**src/rtl/bin_segment_serializer_if.sv**
```systemverilog
// Handshake and LED-chain bundle for bin_segment_serializer.
// The master side is the host/consumer; the slave side is the serializer.
interface bin_segment_serializer_if #(
  parameter int DATA_WIDTH        = 16,
  parameter int MAX_DIGITS        = 5,
  parameter int DIGIT_COUNT_WIDTH = $clog2(MAX_DIGITS + 1)
);
  logic                         start;
  logic [DATA_WIDTH-1:0]        data;
  logic [DIGIT_COUNT_WIDTH-1:0] digit_count;
  logic                         hex_mode;
  logic                         blank_lz;
  logic                         next_led;
  logic                         led_data;
  logic                         led_valid;
  logic                         busy;
  logic                         done;
  logic                         overflow;

  modport master (
    output start, data, digit_count, hex_mode, blank_lz, next_led,
    input  led_data, led_valid, busy, done, overflow
  );

  modport slave (
    input  start, data, digit_count, hex_mode, blank_lz, next_led,
    output led_data, led_valid, busy, done, overflow
  );
endinterface

```
**src/rtl/bin_segment_serializer.sv**
```systemverilog
// Binary-to-digit converter feeding a 7-segment LED shift chain.
// A captured value becomes decimal digits (iterative double-dabble, one input
// bit per cycle) or hex digits (single cycle). The selected digits are then
// streamed most significant first, segment a..g, one bit per next_led strobe.
// The BCD register doubles as the digit store in both modes.
module bin_segment_serializer #(
  parameter int DATA_WIDTH        = 16,
  parameter int MAX_DIGITS        = 5,
  parameter int DIGIT_COUNT_WIDTH = $clog2(MAX_DIGITS + 1)
) (
  input logic                     clk,
  input logic                     rst_n,
  bin_segment_serializer_if.slave bus
);

  localparam int BCD_W = 4 * MAX_DIGITS;
  localparam int EXT_W = (DATA_WIDTH > BCD_W) ? DATA_WIDTH : BCD_W;
  localparam int CNT_W = $clog2(DATA_WIDTH + 1);
  localparam int DIG_W = (MAX_DIGITS > 1) ? $clog2(MAX_DIGITS) : 1;

  localparam logic [1:0] S_IDLE    = 2'd0;
  localparam logic [1:0] S_CONVERT = 2'd1;
  localparam logic [1:0] S_SHIFT   = 2'd2;

  // Double-dabble correction: every BCD digit of 5 or more gets +3 before the shift.
  function automatic logic [BCD_W-1:0] add3_all(input logic [BCD_W-1:0] v);
    logic [BCD_W-1:0] r;
    r = v;
    for (int i = 0; i < MAX_DIGITS; i++) begin
      if (v[4*i +: 4] >= 4'd5) r[4*i +: 4] = v[4*i +: 4] + 4'd3;
    end
    return r;
  endfunction

  // True when any digit at or above index n is nonzero (value truncated by n).
  function automatic logic high_digits_nz(input logic [BCD_W-1:0] v,
                                          input logic [DIGIT_COUNT_WIDTH-1:0] n);
    logic nz;
    nz = 1'b0;
    for (int i = 0; i < MAX_DIGITS; i++) begin
      if (i >= int'(n) && v[4*i +: 4] != 4'd0) nz = 1'b1;
    end
    return nz;
  endfunction

  // Saturate the requested digit count into [1, MAX_DIGITS].
  function automatic logic [DIGIT_COUNT_WIDTH-1:0] clamp_count(
      input logic [DIGIT_COUNT_WIDTH-1:0] dc);
    if (dc == '0) return DIGIT_COUNT_WIDTH'(1);
    if (dc > DIGIT_COUNT_WIDTH'(MAX_DIGITS)) return DIGIT_COUNT_WIDTH'(MAX_DIGITS);
    return dc;
  endfunction

  // Segment map, bit0 = a ... bit6 = g.
  function automatic logic [6:0] seg_pattern(input logic [3:0] d);
    case (d)
      4'h0: return 7'h3F;
      4'h1: return 7'h06;
      4'h2: return 7'h5B;
      4'h3: return 7'h4F;
      4'h4: return 7'h66;
      4'h5: return 7'h6D;
      4'h6: return 7'h7D;
      4'h7: return 7'h07;
      4'h8: return 7'h7F;
      4'h9: return 7'h6F;
      4'hA: return 7'h77;
      4'hB: return 7'h7C;
      4'hC: return 7'h39;
      4'hD: return 7'h5E;
      4'hE: return 7'h79;
      default: return 7'h71;
    endcase
  endfunction

  logic [1:0]                   state;
  logic [DATA_WIDTH-1:0]        value_r;
  logic [BCD_W-1:0]             bcd_r;
  logic [DIGIT_COUNT_WIDTH-1:0] n_r;
  logic                         hex_r;
  logic                         blank_r;
  logic                         ovf_r;
  logic                         done_r;
  logic [CNT_W-1:0]             bit_cnt;
  logic [DIG_W-1:0]             dig_idx;
  logic [2:0]                   seg_idx;

  logic [EXT_W-1:0]             data_ext;
  logic [BCD_W-1:0]             hex_digits;
  logic                         hex_hi_nz;
  logic [BCD_W-1:0]             bcd_adj;
  logic [BCD_W-1:0]             bcd_next;
  logic                         bcd_carry;
  logic                         last_bit;

  logic [3:0]                   cur_digit;
  logic                         upper_nz;
  logic                         cur_blank;
  logic [6:0]                   cur_pattern;

  // Next-step values for both conversion modes, computed from the captured value.
  always_comb begin
    data_ext   = EXT_W'(value_r);
    hex_digits = data_ext[BCD_W-1:0];
    hex_hi_nz  = |(data_ext >> BCD_W);
    bcd_adj    = add3_all(bcd_r);
    {bcd_carry, bcd_next} = {bcd_adj, value_r[DATA_WIDTH-1]};
    last_bit   = (bit_cnt == CNT_W'(DATA_WIDTH - 1));
  end

  // Pattern of the digit being shifted, with leading-zero blanking applied.
  always_comb begin
    cur_digit = bcd_r[4*int'(dig_idx) +: 4];
    upper_nz  = 1'b0;
    for (int i = 0; i < MAX_DIGITS; i++) begin
      if (i >= int'(dig_idx) && i < int'(n_r) && bcd_r[4*i +: 4] != 4'd0) upper_nz = 1'b1;
    end
    cur_blank   = blank_r && (dig_idx != '0) && !upper_nz;
    cur_pattern = cur_blank ? 7'h00 : seg_pattern(cur_digit);
  end

  // Control and datapath sequencing: capture, convert, then stream bits.
  always_ff @(posedge clk) begin
    if (!rst_n) begin
      state   <= S_IDLE;
      value_r <= '0;
      bcd_r   <= '0;
      n_r     <= '0;
      hex_r   <= 1'b0;
      blank_r <= 1'b0;
      ovf_r   <= 1'b0;
      done_r  <= 1'b0;
      bit_cnt <= '0;
      dig_idx <= '0;
      seg_idx <= '0;
    end else begin
      done_r <= 1'b0;
      case (state)
        S_IDLE: begin
          if (bus.start) begin
            value_r <= bus.data;
            hex_r   <= bus.hex_mode;
            blank_r <= bus.blank_lz;
            n_r     <= clamp_count(bus.digit_count);
            bcd_r   <= '0;
            ovf_r   <= 1'b0;
            bit_cnt <= '0;
            dig_idx <= '0;
            seg_idx <= '0;
            state   <= S_CONVERT;
          end
        end

        S_CONVERT: begin
          if (hex_r) begin
            bcd_r   <= hex_digits;
            ovf_r   <= hex_hi_nz | high_digits_nz(hex_digits, n_r);
            dig_idx <= DIG_W'(n_r - DIGIT_COUNT_WIDTH'(1));
            state   <= S_SHIFT;
          end else begin
            value_r <= value_r << 1;
            bcd_r   <= bcd_next;
            bit_cnt <= bit_cnt + CNT_W'(1);
            ovf_r   <= ovf_r | bcd_carry | (last_bit && high_digits_nz(bcd_next, n_r));
            if (last_bit) begin
              dig_idx <= DIG_W'(n_r - DIGIT_COUNT_WIDTH'(1));
              state   <= S_SHIFT;
            end
          end
        end

        S_SHIFT: begin
          if (bus.next_led) begin
            if (seg_idx == 3'd6) begin
              seg_idx <= 3'd0;
              if (dig_idx == '0) begin
                done_r <= 1'b1;
                state  <= S_IDLE;
              end else begin
                dig_idx <= dig_idx - DIG_W'(1);
              end
            end else begin
              seg_idx <= seg_idx + 3'd1;
            end
          end
        end

        default: state <= S_IDLE;
      endcase
    end
  end

  assign bus.led_valid = (state == S_SHIFT);
  assign bus.busy      = (state != S_IDLE);
  assign bus.led_data  = (state == S_SHIFT) & cur_pattern[seg_idx];
  assign bus.done      = done_r;
  assign bus.overflow  = ovf_r;

endmodule

```
**src/flat_wrapper.sv**
```systemverilog
// flat-port wrapper written by rule: the top's interface ports become plain ports
module bin_segment_serializer_flat 
#(
  parameter int DATA_WIDTH        = 16,
  parameter int MAX_DIGITS        = 5,
  parameter int DIGIT_COUNT_WIDTH = $clog2(MAX_DIGITS + 1)
)
  (clk, rst_n, bus_start, bus_data, bus_digit_count, bus_hex_mode, bus_blank_lz, bus_next_led, bus_led_data, bus_led_valid, bus_busy, bus_done, bus_overflow);
  bin_segment_serializer_if #(.DATA_WIDTH(DATA_WIDTH), .MAX_DIGITS(MAX_DIGITS), .DIGIT_COUNT_WIDTH(DIGIT_COUNT_WIDTH)) bus_i ();
  input logic clk;
  input logic rst_n;
  input wire logic [$bits(bus_i.start)-1:0] bus_start;
  input wire logic [$bits(bus_i.data)-1:0] bus_data;
  input wire logic [$bits(bus_i.digit_count)-1:0] bus_digit_count;
  input wire logic [$bits(bus_i.hex_mode)-1:0] bus_hex_mode;
  input wire logic [$bits(bus_i.blank_lz)-1:0] bus_blank_lz;
  input wire logic [$bits(bus_i.next_led)-1:0] bus_next_led;
  output wire logic [$bits(bus_i.led_data)-1:0] bus_led_data;
  output wire logic [$bits(bus_i.led_valid)-1:0] bus_led_valid;
  output wire logic [$bits(bus_i.busy)-1:0] bus_busy;
  output wire logic [$bits(bus_i.done)-1:0] bus_done;
  output wire logic [$bits(bus_i.overflow)-1:0] bus_overflow;
  assign bus_i.start = bus_start;
  assign bus_i.data = bus_data;
  assign bus_i.digit_count = bus_digit_count;
  assign bus_i.hex_mode = bus_hex_mode;
  assign bus_i.blank_lz = bus_blank_lz;
  assign bus_i.next_led = bus_next_led;
  assign bus_led_data = bus_i.led_data;
  assign bus_led_valid = bus_i.led_valid;
  assign bus_busy = bus_i.busy;
  assign bus_done = bus_i.done;
  assign bus_overflow = bus_i.overflow;
  bin_segment_serializer #(.DATA_WIDTH(DATA_WIDTH), .MAX_DIGITS(MAX_DIGITS), .DIGIT_COUNT_WIDTH(DIGIT_COUNT_WIDTH)) u_core (.clk(clk), .rst_n(rst_n), .bus(bus_i));
endmodule
```
**config.mk**
```make
export PLATFORM = sky130hd
export DESIGN_NAME = bin_segment_serializer_flat
export DESIGN_NICKNAME = d
export VERILOG_FILES = /design/src/rtl/bin_segment_serializer_if.sv /design/src/rtl/bin_segment_serializer.sv /design/src/flat_wrapper.sv
export SDC_FILE = /design/constraint.sdc
export NUM_CORES = 1
export LEC_CHECK = 0
export BUFFER_PORTS_ARGS = -buffer_cell sky130_fd_sc_hd__buf_2
export CAP_MARGIN = 20
export CORE_UTILIZATION = 61
export DETAILED_ROUTE_END_ITERATION = 8
export PLACE_DENSITY_LB_ADDON = 0.12
export SKIP_CTS_REPAIR_TIMING = 1
export SYNTH_ARGS = -nofsm -noshare
export SYNTH_HDL_FRONTEND = slang
export SYNTH_SLANG_ARGS = --single-unit
```
**constraint.sdc**
```tcl
create_clock -name clk -period 4.9 [get_ports clk]
set_input_delay 1.225 -clock clk [delete_from_list [all_inputs] [get_ports clk]]
set_output_delay 1.225 -clock clk [all_outputs]
set_load 0.02 [all_outputs]
```
# Yosys cells after proc, flatten, opt, wreduce, memory -nomap -nowiden

Memory sizes are Yosys's and may differ from the RTL's.
Index checks and enable logic that the tools add are counted.

Word-level logic and storage cells: 178
Bits in registers: 56
Memories kept: 1
Latch bits: 0
RAM bits: 0
Bits in read-only memories: 112
Bits of input ports: 25

Memories:

| name            | depth | bits a word | read ports | clocked after Yosys merged registers in | write ports | RTL line                     | RTL |
|---|---|---|---|---|---|---|---|
| (no name shown) | 16    | 7           | 1          | 0                                       | 0           | bin_segment_serializer.sv:56 | `case (d)` |

Reduce and logical (&&, ||, !) cells: 52
Bitwise operators: 3
Multiply operators: 0
Order comparisons: 22
Shift-type cells: 1
Divide/modulo/power cells: 0
$add $sub $neg: 9
Multiplexer cells: 68
Equality and inequality tests: 11

Operators by type and width:

| cell                                                                        | number |
|---|---|
| 4-bit nonzero test                                                          | 14 |
| 20-bit two-way mux                                                          | 2 |
| 20-bit case mux with 2 select lines                                         | 1 |
| 3-bit two-way mux                                                           | 12 |
| 16-bit two-way mux                                                          | 2 |
| 16-bit case mux with 2 select lines                                         | 1 |
| 1-bit two-way mux                                                           | 30 |
| 1-bit logical AND                                                           | 22 |
| 4-bit by 2-bit adder with 4-bit output, second input constant               | 5 |
| 4-bit by 3-bit >= comparator with 1-bit output, second input constant       | 5 |
| 4-bit two-way mux                                                           | 5 |
| 20-bit by 6-bit variable part select with 4-bit output                      | 1 |
| 1-bit by 3-bit >= comparator with 1-bit output, first input constant        | 4 |
| 2-bit by 3-bit >= comparator with 1-bit output, first input constant        | 4 |
| 2-bit two-way mux                                                           | 6 |
| 5-bit two-way mux                                                           | 2 |
| 5-bit case mux with 2 select lines                                          | 1 |
| 3-bit case mux with 3 select lines                                          | 1 |
| 2-bit != test, second input constant                                        | 4 |
| 7-bit two-way mux                                                           | 1 |
| 3-bit >= comparator, first input constant                                   | 2 |
| 3-bit zero test                                                             | 2 |
| 1-bit by 3-bit less-than comparator with 1-bit output, first input constant | 2 |
| 2-bit by 3-bit less-than comparator with 1-bit output, first input constant | 2 |
| other kinds (27)                                                            | 35 |

# Longest topological paths before layout

Gate-level depths: netlist of the first run.

Depth after elaboration: 16
Depth in mapped cells: 11
Depth with buffers taken out: 10

# Worst setup path after synthesis of the first run

OpenSTA, ideal clock, no wires.

Path type: register -> output
Start point: register u_core.dig_idx[0]
End point: output bus_led_data
Slack: 1.004 ns
Cell stages (with the launch flop): 12
Required time: 3.675 ns
Arrival time: 2.671 ns
Path through: dfxtp_1 > buf_6 > buf_8 > mux2_4 > a222oi_1 > inv_1 > ha_1 > o21ai_0 > o211ai_1 > a22oi_1 > a21oi_1 > o2bb2ai_1

Word-level cells in the longest chain between the ends: 14
Elaborated cells between the ends (all ways): 30
Classes of those cells: 5 x order compare; 1 x shift; 8 x mux; 1 x bitwise; 14 x reduce/logical; 1 x memory

Ends and longest elaborated chain:

| item                                           | RTL line                      | RTL |
|---|---|---|
| from (decl)                                    | bin_segment_serializer.sv:85  | `logic [DIG_W-1:0] dig_idx;` |
| from (signal assigned)                         | bin_segment_serializer.sv:158 | `dig_idx <= DIG_W'(n_r - DIGIT_COUNT_WIDTH'(1));` |
| from (signal assigned)                         | bin_segment_serializer.sv:166 | `dig_idx <= DIG_W'(n_r - DIGIT_COUNT_WIDTH'(1));` |
| from (signal assigned)                         | bin_segment_serializer.sv:180 | `dig_idx <= dig_idx - DIG_W'(1);` |
| 1-bit by 3-bit >= comparator with 1-bit output | bin_segment_serializer.sv:116 | `if (i >= int'(dig_idx) && i < int'(n_r) && bcd_r[4*i +: 4] != 4'd0) upper_nz = 1'b1;` |
| 1-bit logical AND (2 in series)                | bin_segment_serializer.sv:116 |  |
| 1-bit two-way mux (5 in series)                | bin_segment_serializer.sv:116 |  |
| 1-bit zero test                                | bin_segment_serializer.sv:118 | `cur_blank = blank_r && (dig_idx != '0) && !upper_nz;` |
| 1-bit logical AND                              | bin_segment_serializer.sv:118 |  |
| 7-bit two-way mux *                            | bin_segment_serializer.sv:119 | `cur_pattern = cur_blank ? 7'h00 : seg_pattern(cur_digit);` |
| 1-bit binary-select mux with 3-bit select *    | bin_segment_serializer.sv:195 | `assign bus.led_data = (state == S_SHIFT) & cur_pattern[seg_idx];` |
| 1-bit two-way mux (not written as such) *      | bin_segment_serializer.sv:195 |  |
| 1-bit AND *                                    | bin_segment_serializer.sv:195 |  |
| to (decl)                                      | flat_wrapper.sv:18            | `output wire logic [$bits(bus_i.led_data)-1:0] bus_led_data;` |

Every way passes the cells marked *; elsewhere a longest branch is shown, timed or not. The select of a mux whose other input is x is not followed.

# Worst setup path in the final report of the first run

Ends and elaborated chain as after synthesis.

==> impl_results.md, run 1 <==
- Status: complete, no violations
- Pre-antenna DRT Iters: 6
- Multi-input gate area: roughly 2600 sq um
- Synth-to-Final Area Change: 6.01%
- Syn. warnings: 0
- # fillers: around 570
- CP Data Arrival Time: between 3 and 4 ns
- Crit path cell chain: mux2_2 > a222oi_1 > buf_4 > ha_1 > o21ai_0 > or3b_2 > a21oi_1 > a31oi_1 > o2bb2ai_1 > buf_2
- Max IR drop VDD: 418 uV
- TNS Setup: 0 ns
- Leak: between 1.5 and 2 nW
- CTS buffer count: 5
- Vias in the first global route: 3375
- Final period util: 93.1%
- Global-route wire length before repair: 16400 microns
- R2R Setup Slk: 2.22 ns
- IO Count: 30
- Crit path kind: reg2out
- Root Driver: clkbuf_8
- Clock network fraction of total power: 15.6%
- Layout Nets: just under 600
- Fmax: ~0.22 GHz
- Max-Slew Margin vs Limit: roughly 25%
- Top_reg_cell synth: dfxtp_1
- Final Max Slew Viols: 0
- Initial antenna violation count: 0
- Number of vias per cell: 6.26
- Total clock sinks: 56
- Final Wtd Congestion: approximately 0.95
- Share of power burned in registers: between 30% and 40%
- Post-synth EDFFs: 0
- Post-synthesis cell type count: 60
- Height of the die: 83.0 microns
- Mapped Area: 4000 sq um
- Synthesized flop and latch total: 56
- CP bufs+invs: 2
- Wire per inst: ~16 microns
- Layout cells sized above 1: 11.6%
- Pwr dens: 408 nW/um^2
- GRT overflow: 0
- Fin cells: 604
- P_sw: 0.000776 W
- Area of the die: 6880 sq um
- Largest net degree at the start of global routing: between 40 and 50
- Dpl cells: 596
- Post-synth ARST share: 0%
- Antenna viol nets, final: 0
- Initial Utilization: 63.0%
- Sequential area share after synthesis: around 28%
- Worst slew pin tran: 1.12 ns
- Yosys top cell area share: 28.0%
- CORE AREA: 6350 sq um
- Post-route DRC: 0
- Max Cap Viol: 0
- Antenna Cells: 0
- Startpoint types: register
- Slowest CP cell: dfxtp_1
- Final setup vio count: 0
- Final wirelength: 9860 microns
- Drt initial violations: 346
- HP Class: reg2reg
- Vias: 3784
- Cell taking the most area after synthesis: dfxtp_1
- CTS max path bufs: 2
- Worst endpoint required time: 3.67 ns
- Row count: 29
- TritonCTS clock tree: built
- Clk_skew: 0.00586 ns
- Cells after synthesis: 516
- Port bufs: 29
- Post-detail-place hpwl: 7290 microns
- RSZ-0062 raised after global routing: false
- H-tree lvl count: 2
- Min cycle time layout: about 4.6 ns
- Total power: 0.00173 W
- Syn Nets: 570
- Top cells by area, synth: dfxtp_1, ha_1, nor2_1, mux2i_1, a21oi_1
- Worst skew pair latency: about 0.31 ns
- Crit-path leading delay family: compound AO/OA/AOI/OAI gates
- Gate power share: 46.7%
- Sw Ratio: 44.9%
- Setup crit end kind: primary output
- Sequential Area: 1120 sq um
- Clock-pin slew on the worst setup and hold paths: 0.10 ns
- CP Max Fanout: 17
- Slowest stage delay, CP: 0.75 ns
- GRT Total Usage: 28.7%
- Fin. Hold Viols: 0
- Synth Area per Inst: just under 8 sq um
- Int Pwr: about 0.00095 W
- Fin util: 66.7%
- Die X: a little over 80 microns
flip-flops by register name, indices dropped and copies added, names as in the netlist:
register             cells
u_core.bcd_r            20
u_core.value_r          16
u_core.bit_cnt           5
u_core.dig_idx           3
u_core.n_r               3
u_core.seg_idx           3
u_core.state             2
u_core.blank_r           1
u_core.bus.done          1
u_core.bus.overflow      1
u_core.hex_r             1
per-layer routing:
layer	up-vias	track usage [%]	part of all wire (%)	wire length [microns]
li1	1873	-	-	-
met1	1778	41.0	47	4610
met2	115	45.7	47	4600
met3	18	3.48	4.8	478
met4	0	7.84	1.8	173
met5	-	0	0	0
per-stage QoR:
step	setup slack [ns]	area (sq um)	hold slack [ns]
3_3_place_gp	0.810	4140	0.466
4_1_cts	0.398	4240	0.504
3_5_place_dp	0.757	4140	0.480
2_1_floorplan	1.00	4000	0.437
6_report	0.340	4240	0.501
5_1_grt	0.159	4240	0.547
synth_stat cells (all sizes together), types with 12 or more instances:
library cell   n
a211oi        17
a21oi         42
a22oi         16
clkbuf        22
dfxtp         56
ha            29
inv           26
mux2i         22
nand2         38
nor2          68
nor3          12
nor3b         14
o21ai         32
area by class of cell:
| type | instances | share of cell area [%] |
|---|---|---|
| clock buffer | 7 | 2.04 |
| clock inverter | 1 | 0.177 |
| inverter | 27 | 2.39 |
| multi-input combinational | 401 | 62.2 |
| sequential | 56 | 26.5 |
| tap | 77 | 2.27 |
| timing repair buffer | 35 | 4.49 |
cells in the final DEF (no fill, tap or decap), types with 9 or more instances in the layout:
master,count
o21ai_0,31
a22oi_1,16
nor2_1,68
nor3_1,11
buf_2,29
a211oi_1,17
xnor2_1,9
a21oi_1,40
ha_1,29
mux2i_1,22
nand3_1,11
nor3b_1,14
nand2b_1,10
inv_1,26
nand2_1,38
dfxtp_1,56
worst register-to-register path, stage by stage (launching register included):
cell and delay (ns):
dfxtp_1 0.35, inv_1 0.09, ha_1 0.26, and2_1 0.31, a21oi_2 0.05, buf_4 0.23
nor2_1 0.87, nand3_1 0.26, a31oi_1 0.19
cells by family (layout without fill, tap and decap cells):
kind of cell | Yosys count | after routing | synth area share, %
buffers and inverters | 59 | 70 | 6.23
flip-flops | 56 | 56 | 28.0
AND/OR/NAND/NOR | 180 | 180 | 21.7
XOR/XNOR | 11 | 11 | 2.41
adder cells (fa/ha/maj) | 29 | 29 | 9.08
multiplexers | 31 | 31 | 8.51
AO/OA/AOI/OAI | 150 | 150 | 24.0
power groups by stage:
| stage | registers [W] | logic [W] | clock network, W |
|---|---|---|---|
| floorplan | 0.000603 | 0.000654 | 0 |
| global placement | 0.000652 | 0.000775 | 0 |
| detailed placement | 0.000658 | 0.000798 | 0 |
| CTS | 0.000647 | 0.000804 | 0.000275 |
| global route | 0.000664 | 0.000894 | 0.000291 |
| finish | 0.000652 | 0.000807 | 0.000270 |
path summary, 6_finish.rpt:
check | from | end | cells past startpoint
worst max-delay path | u_core.dig_idx[0]$_SDFFE_PN0P_ | bus_led_data | 10
worst min-delay path | u_core.bit_cnt[4]$_SDFFE_PN0P_ | u_core.bit_cnt[4]$_SDFFE_PN0P_ | 2
worst max register to register | u_core.state[0]$_SDFFE_PN0P_ | u_core.bcd_r[11]$_SDFFE_PN0P_ | 8
worst min register to register | u_core.bit_cnt[4]$_SDFFE_PN0P_ | u_core.bit_cnt[4]$_SDFFE_PN0P_ | 2
Power figures use the tool's default switching activity.
==> inputs of run 2 (changes only) <==
==> constraint.sdc (replaced) <==
create_clock -name clk -period 4.9 [get_ports clk]
set_input_delay 1.225 -clock clk [delete_from_list [all_inputs] [get_ports clk]]
set_output_delay 1.225 -clock clk [all_outputs]
set_load 0.005 [all_outputs]
==> run 2 against run 1 <==
Clock skew rose by 0.010 ns. Clock power rose by 21%. Sequential power barely moved. Hold slack got worse by 0.0019 ns. Sequential cell count did not move. Cell count rose by 0.33%.
==> impl_results.md, run 2 (same netlist as run 1, synthesis figures left out) <==
- Crit path cell chain: mux4_1 > o22a_1 > ha_1 > o21ai_0 > or3b_2 > nand3_1 > a21oi_1 > o2bb2ai_1 > buf_2 (was mux2_2 > a222oi_1 > buf_4 > ha_1 > o21ai_0 > or3b_2 > a21oi_1 > a31oi_1 > o2bb2ai_1 > buf_2)
- Sw Ratio: 43.0% (was 44.9%)
- Min cycle time layout: 4.45 ns (was 4.56 ns)
- Root Driver: clkbuf_8 (unchanged)
- IO Count: 30 (unchanged)
- Final Max Slew Viols: 0 (unchanged)
- Setup crit end kind: primary output (unchanged)
- Fin util: 67.4% (was 66.7%)
- Max reg flops: 20 (unchanged)
- Number of vias per cell: 6.22 (was 6.26)
- Height of the die: 83.0 microns (unchanged)
- Vias in the first global route: 3359 (was 3375)
- HP Class: reg2reg (unchanged)
- Share of power burned in registers: 36.8% (was 37.7%)
- Final setup vio count: 0 (unchanged)
- Largest net degree at the start of global routing: 34 (was 49)
- Slowest CP cell: dfxtp_1 (unchanged)
- GRT overflow: 0 (unchanged)
- P_sw: 0.000762 W (was 0.000776 W)
- Max-Slew Margin vs Limit: 57.7% (was 25.3%)
- Largest register by flop count: u_core.bcd_r (unchanged)
- Pwr dens: 414 nW/um^2 (was 408 nW/um^2)
- Global-route wire length before repair: 15900 microns (was 16400 microns)
- Leak: 1.59 nW (was 1.56 nW)
- Most common cell after layout, fill and taps aside: nor2_1 (unchanged)
- Startpoint types: register (unchanged)
- Worst slew pin tran: 0.633 ns (was 1.12 ns)
- Total clock sinks: 56 (unchanged)
- Clock network fraction of total power: 18.4% (was 15.6%)
- Layout cells sized above 1: 12.1% (was 11.6%)
- Sequential Area: 1120 sq um (unchanged)
- Status: complete, no violations (unchanged)
- GRT Total Usage: 27.8% (was 28.7%)
- Multi-input gate area: 2640 sq um (unchanged)
- Port bufs: 29 (unchanged)
- Clk_skew: 0.0160 ns (was 0.00586 ns)
- Biggest regs: u_core.bcd_r (20), u_core.value_r (16), u_core.bit_cnt (5) (unchanged)
- CP Data Arrival Time: 3.23 ns (was 3.34 ns)
- Int Pwr: 0.00101 W (was 0.000953 W)
- Vias: 3769 (was 3784)
- Wire per inst: 16.0 microns (was 16.3 microns)
- Fin. Hold Viols: 0 (unchanged)
- CORE AREA: 6350 sq um (unchanged)
- H-tree lvl count: 2 (unchanged)
- Synth-to-Final Area Change: 7.07% (was 6.01%)
- Fmax: 0.225 GHz (was 0.219 GHz)
- Gate power share: 44.8% (was 46.7%)
- Clock-pin slew on the worst setup and hold paths: 0.11 ns (was 0.10 ns)
- Final period util: 90.8% (was 93.1%)
- TNS Setup: 0 ns (unchanged)
- Final instance area: 4280 sq um (was 4240 sq um)
- RSZ-0062 raised after global routing: false (unchanged)
- # fillers: 544 (was 573)
- Drt initial violations: 363 (was 346)
- CTS max path bufs: 2 (unchanged)
- Final Wtd Congestion: 0.904 (was 0.948)
- Antenna viol nets, final: 0 (unchanged)
- CP Max Fanout: 17 (unchanged)
- Max IR drop VDD: 329 uV (was 418 uV)
- Post-detail-place hpwl: 7190 microns (was 7290 microns)
- TritonCTS clock tree: built (unchanged)
- Fin cells: 606 (was 604)
- Slowest stage delay, CP: 0.74 ns (was 0.75 ns)
- Area of the die: 6880 sq um (unchanged)
- Row count: 29 (unchanged)
- Final wirelength: 9690 microns (was 9860 microns)
- Die X: 83.0 microns (unchanged)
- Total power: 0.00177 W (was 0.00173 W)
- Most frequent cells in the layout: nor2_1, dfxtp_1, a21oi_1, nand2_1, o21ai_0 (unchanged)
- Initial antenna violation count: 0 (unchanged)
- Area post-placement: 4150 sq um (was 4140 sq um)
- Post-route DRC: 0 (unchanged)
- Layout Nets: 582 (was 580)
- Worst skew pair latency: 0.32 ns (was 0.31 ns)
- Crit path kind: reg2out (unchanged)
- CTS buffer count: 5 (unchanged)
- Max Cap Viol: 0 (unchanged)
- Pre-antenna DRT Iters: 5 (was 6)
- Dpl cells: 597 (was 596)
- Initial Utilization: 63.0% (unchanged)
- Antenna Cells: 0 (unchanged)
- Worst endpoint required time: 3.67 ns (about the same)
run 2: cell count changes in the layout (fill, tap and decap cells not counted), sizes merged:
cell	delta
clkbuf	-1
buf	+2
clkinvlp	-1
bufinv	+1
clkinv	+1
run 2: worst max-delay path: cells and delay by family (launching register included):
kind / cells / cell delay, ns
compound gates: 4 / 0.64
fa+ha+maj: 1 / 0.20
buf+inv: 1 / 0.12
flops: 1 / 0.74
mux: 1 / 0.65
simple gates: 2 / 0.57
run 2: layout make-up:
cell class / instances / area share (%)
Multi-Input combinational cell: 401 / 61.6
Sequential cell: 56 / 26.2
Timing Repair Buffer: 37 / 4.79
Inverter: 27 / 2.37
Tap cell: 77 / 2.25
Clock buffer: 6 / 1.93
Clock inverter: 2 / 0.906
run 2: per-stage QoR:
stage / worst slack (ns) / hold WS (ns)
finish: 0.450 / 0.499
global route: 0.252 / 0.529
CTS: 0.453 / 0.500
detailed placement: 0.800 / 0.476
global placement: 0.837 / 0.467
floorplan: 1.09 / 0.437
run 2: final timing paths:
path                                  startpoint                             end  slack, ns  cells after the start
hold / removal    u_core.bit_cnt[4]$_SDFFE_PN0P_  u_core.bit_cnt[4]$_SDFFE_PN0P_       0.50                      2
setup / recovery  u_core.dig_idx[0]$_SDFFE_PN0P_                    bus_led_data       0.45                      9
hold reg to reg   u_core.bit_cnt[4]$_SDFFE_PN0P_  u_core.bit_cnt[4]$_SDFFE_PN0P_       0.50                      2
setup reg to reg    u_core.state[0]$_SDFFE_PN0P_  u_core.bit_cnt[3]$_SDFFE_PN0P_       2.72                     10
run 2: power groups by stage:
| stage | Clock [W] | Sequential (W) | Combinational (W) |
|---|---|---|---|
| global route | 0.000345 | 0.000664 | 0.000884 |
| global placement | 0 | 0.000652 | 0.000763 |
| CTS | 0.000331 | 0.000648 | 0.000784 |
| floorplan | 0 | 0.000602 | 0.000638 |
| finish | 0.000326 | 0.000651 | 0.000794 |
| detailed placement | 0 | 0.000658 | 0.000780 |
run 2: routing by layer:
layer  wire, microns  up-vias  GRT usage, %
li1                -     1878             -
met1            4570     1735          38.9
met2            4450      136          46.1
met3             535       20          3.48
met4             131        0          5.96
met5               0        -             0
==> inputs of run 3 (changes only) <==
--- a/config.mk
+++ b/config.mk
@@ -10,7 +10,9 @@
 export CORE_UTILIZATION = 61
 export DETAILED_ROUTE_END_ITERATION = 8
 export PLACE_DENSITY_LB_ADDON = 0.12
+export SETUP_SLACK_MARGIN = 0.5
 export SKIP_CTS_REPAIR_TIMING = 1
+export SLEW_MARGIN = 10
 export SYNTH_ARGS = -nofsm -noshare
 export SYNTH_HDL_FRONTEND = slang
 export SYNTH_SLANG_ARGS = --single-unit
==> run 3 against run 2 <==
Register-to-register slack barely moved. Sequential cell count did not move. First-iteration DRC count fell by 6.3%. Largest power group unchanged. Highest routed layer unchanged.
==> impl_results.md, run 3 (same netlist as run 1, synthesis figures left out) <==
- Drt initial violations: 340 (was 363)
- Crit path kind: reg2out (unchanged)
- Number of vias per cell: 6.13 (was 6.22)
- Largest register by flop count: u_core.bcd_r (unchanged)
- Sw Ratio: 42.9% (was 43.0%)
- Worst skew pair latency: 0.32 ns (about the same)
- P_sw: 0.000759 W (was 0.000762 W)
- Clock-pin slew on the worst setup and hold paths: 0.11 ns (about the same)
- Initial Utilization: 63.0% (unchanged)
- Fmax: 0.240 GHz (was 0.225 GHz)
- Clk_skew: 0.0150 ns (was 0.0160 ns)
- Layout Nets: 582 (unchanged)
- Row count: 29 (unchanged)
- Final setup vio count: 0 (unchanged)
- Post-route DRC: 0 (unchanged)
- Most frequent cells in the layout: nor2_1, dfxtp_1, a21oi_1, nand2_1, o21ai_0 (unchanged)
- Min cycle time layout: 4.16 ns (was 4.45 ns)
- Final Max Slew Viols: 0 (unchanged)
- GRT overflow: 0 (unchanged)
- IO Count: 30 (unchanged)
- Worst endpoint required time: 3.67 ns (about the same)
- CTS buffer count: 5 (unchanged)
- Max-Slew Margin vs Limit: 58.4% (was 57.7%)
- Final wirelength: 9630 microns (was 9690 microns)
- CP Max Fanout: 6 (was 17)
- Global-route wire length before repair: 15900 microns (unchanged)
- Total clock sinks: 56 (unchanged)
- Height of the die: 83.0 microns (unchanged)
- Antenna Cells: 0 (unchanged)
- Max reg flops: 20 (unchanged)
- RSZ-0062 raised after global routing: false (unchanged)
- Startpoint types: register (unchanged)
- Max Cap Viol: 0 (unchanged)
- Clock network fraction of total power: 18.4% (about the same)
- Pre-antenna DRT Iters: 5 (unchanged)
- Status: complete, no violations (unchanged)
- Gate power share: 44.8% (about the same)
- Final period util: 84.9% (was 90.8%)
- Antenna viol nets, final: 0 (unchanged)
- H-tree lvl count: 2 (unchanged)
- Area of the die: 6880 sq um (unchanged)
- HP Class: reg2reg (unchanged)
- Worst slew pin tran: 0.621 ns (was 0.633 ns)
- TNS Setup: 0 ns (unchanged)
- Max IR drop VDD: 329 uV (about the same)
- Hold WS: 0.499 ns (about the same)
- Root Driver: clkbuf_8 (unchanged)
- Synth-to-Final Area Change: 7.20% (was 7.07%)
- Largest net degree at the start of global routing: 34 (unchanged)
- Vias in the first global route: 3359 (unchanged)
- Post-detail-place hpwl: 7190 microns (unchanged)
- CTS max path bufs: 2 (unchanged)
- Port bufs: 29 (unchanged)
- Int Pwr: 0.00101 W (about the same)
- GRT Total Usage: 27.8% (unchanged)
- Setup crit end kind: primary output (unchanged)
- CP Data Arrival Time: 2.93 ns (was 3.23 ns)
- Initial antenna violation count: 0 (unchanged)
- Most common cell after layout, fill and taps aside: nor2_1 (unchanged)
- CORE AREA: 6350 sq um (unchanged)
- Vias: 3712 (was 3769)
- Wire per inst: 15.9 microns (was 16.0 microns)
- Pwr dens: 413 nW/um^2 (was 414 nW/um^2)
- Final Wtd Congestion: 0.904 (unchanged)
- Fin. Hold Viols: 0 (unchanged)
- Biggest regs: u_core.bcd_r (20), u_core.value_r (16), u_core.bit_cnt (5) (unchanged)
- TritonCTS clock tree: built (unchanged)
- Leak: 1.59 nW (about the same)
- Layout cells sized above 1: 12.5% (was 12.1%)
- Share of power burned in registers: 36.9% (was 36.8%)
- Die X: 83.0 microns (unchanged)
run 3: power by group through the flow:
stage | logic, W | registers, W | clock network, W
2_1_floorplan | 0.000638 | 0.000602 | 0
3_3_place_gp | 0.000763 | 0.000652 | 0
3_5_place_dp | 0.000780 | 0.000658 | 0
4_1_cts | 0.000784 | 0.000648 | 0.000331
5_1_grt | 0.000883 | 0.000665 | 0.000345
6_report | 0.000792 | 0.000652 | 0.000325
run 3: worst max-delay path: stages, from the launching register on:
cell and delay, ns:
dfxtp_1 0.45, inv_1 0.13, mux4_1 0.51, o22a_1 0.28, ha_1 0.20, o21ai_0 0.16, or3b_2 0.48, nand3_1 0.09
a21oi_1 0.07, o2bb2ai_1 0.13, buf_2 0.12
run 3: worst paths after layout:
kind	startpoint	end	slack (ns)	cells after the start
worst max-delay path	u_core.bcd_r[0]$_SDFFE_PN0P_	bus_led_data	0.74	10
worst min-delay path	u_core.bit_cnt[4]$_SDFFE_PN0P_	u_core.bit_cnt[4]$_SDFFE_PN0P_	0.50	2
worst max register to register	u_core.state[0]$_SDFFE_PN0P_	u_core.bit_cnt[3]$_SDFFE_PN0P_	2.72	10
worst min register to register	u_core.bit_cnt[4]$_SDFFE_PN0P_	u_core.bit_cnt[4]$_SDFFE_PN0P_	0.50	2
run 3: metrics by stage:
stage	setup slack [ns]	cells	utilization, %	cell area (sq um)	total power, W
CTS	0.453	605	67.3	4270	0.00176
global placement	0.837	597	65.4	4150	0.00142
finish	0.741	606	67.5	4290	0.00177
global route	0.514	606	67.5	4290	0.00189
detailed placement	0.800	597	65.4	4150	0.00144
floorplan	1.09	516	-	4000	0.00124
run 3: final cells by class:
| type | instances | area [sq um] |
|---|---|---|
| clock buffers | 6 | 82.6 |
| clock inverters | 2 | 38.8 |
| fillers | 543 | 2060 |
| inverters | 27 | 101 |
| multi-input cells | 401 | 2640 |
| flip-flops and latches | 56 | 1130 |
| well taps | 77 | 96.3 |
| repair buffers | 37 | 205 |
run 3: layer usage:
metal  GRT usage, %  up-vias  wire length, microns
li1               -     1871                     -
met1           38.9     1721                  4660
met2           46.1      107                  4450
met3           3.48       13                   425
met4           5.96        0                    96
met5              0        -                     0
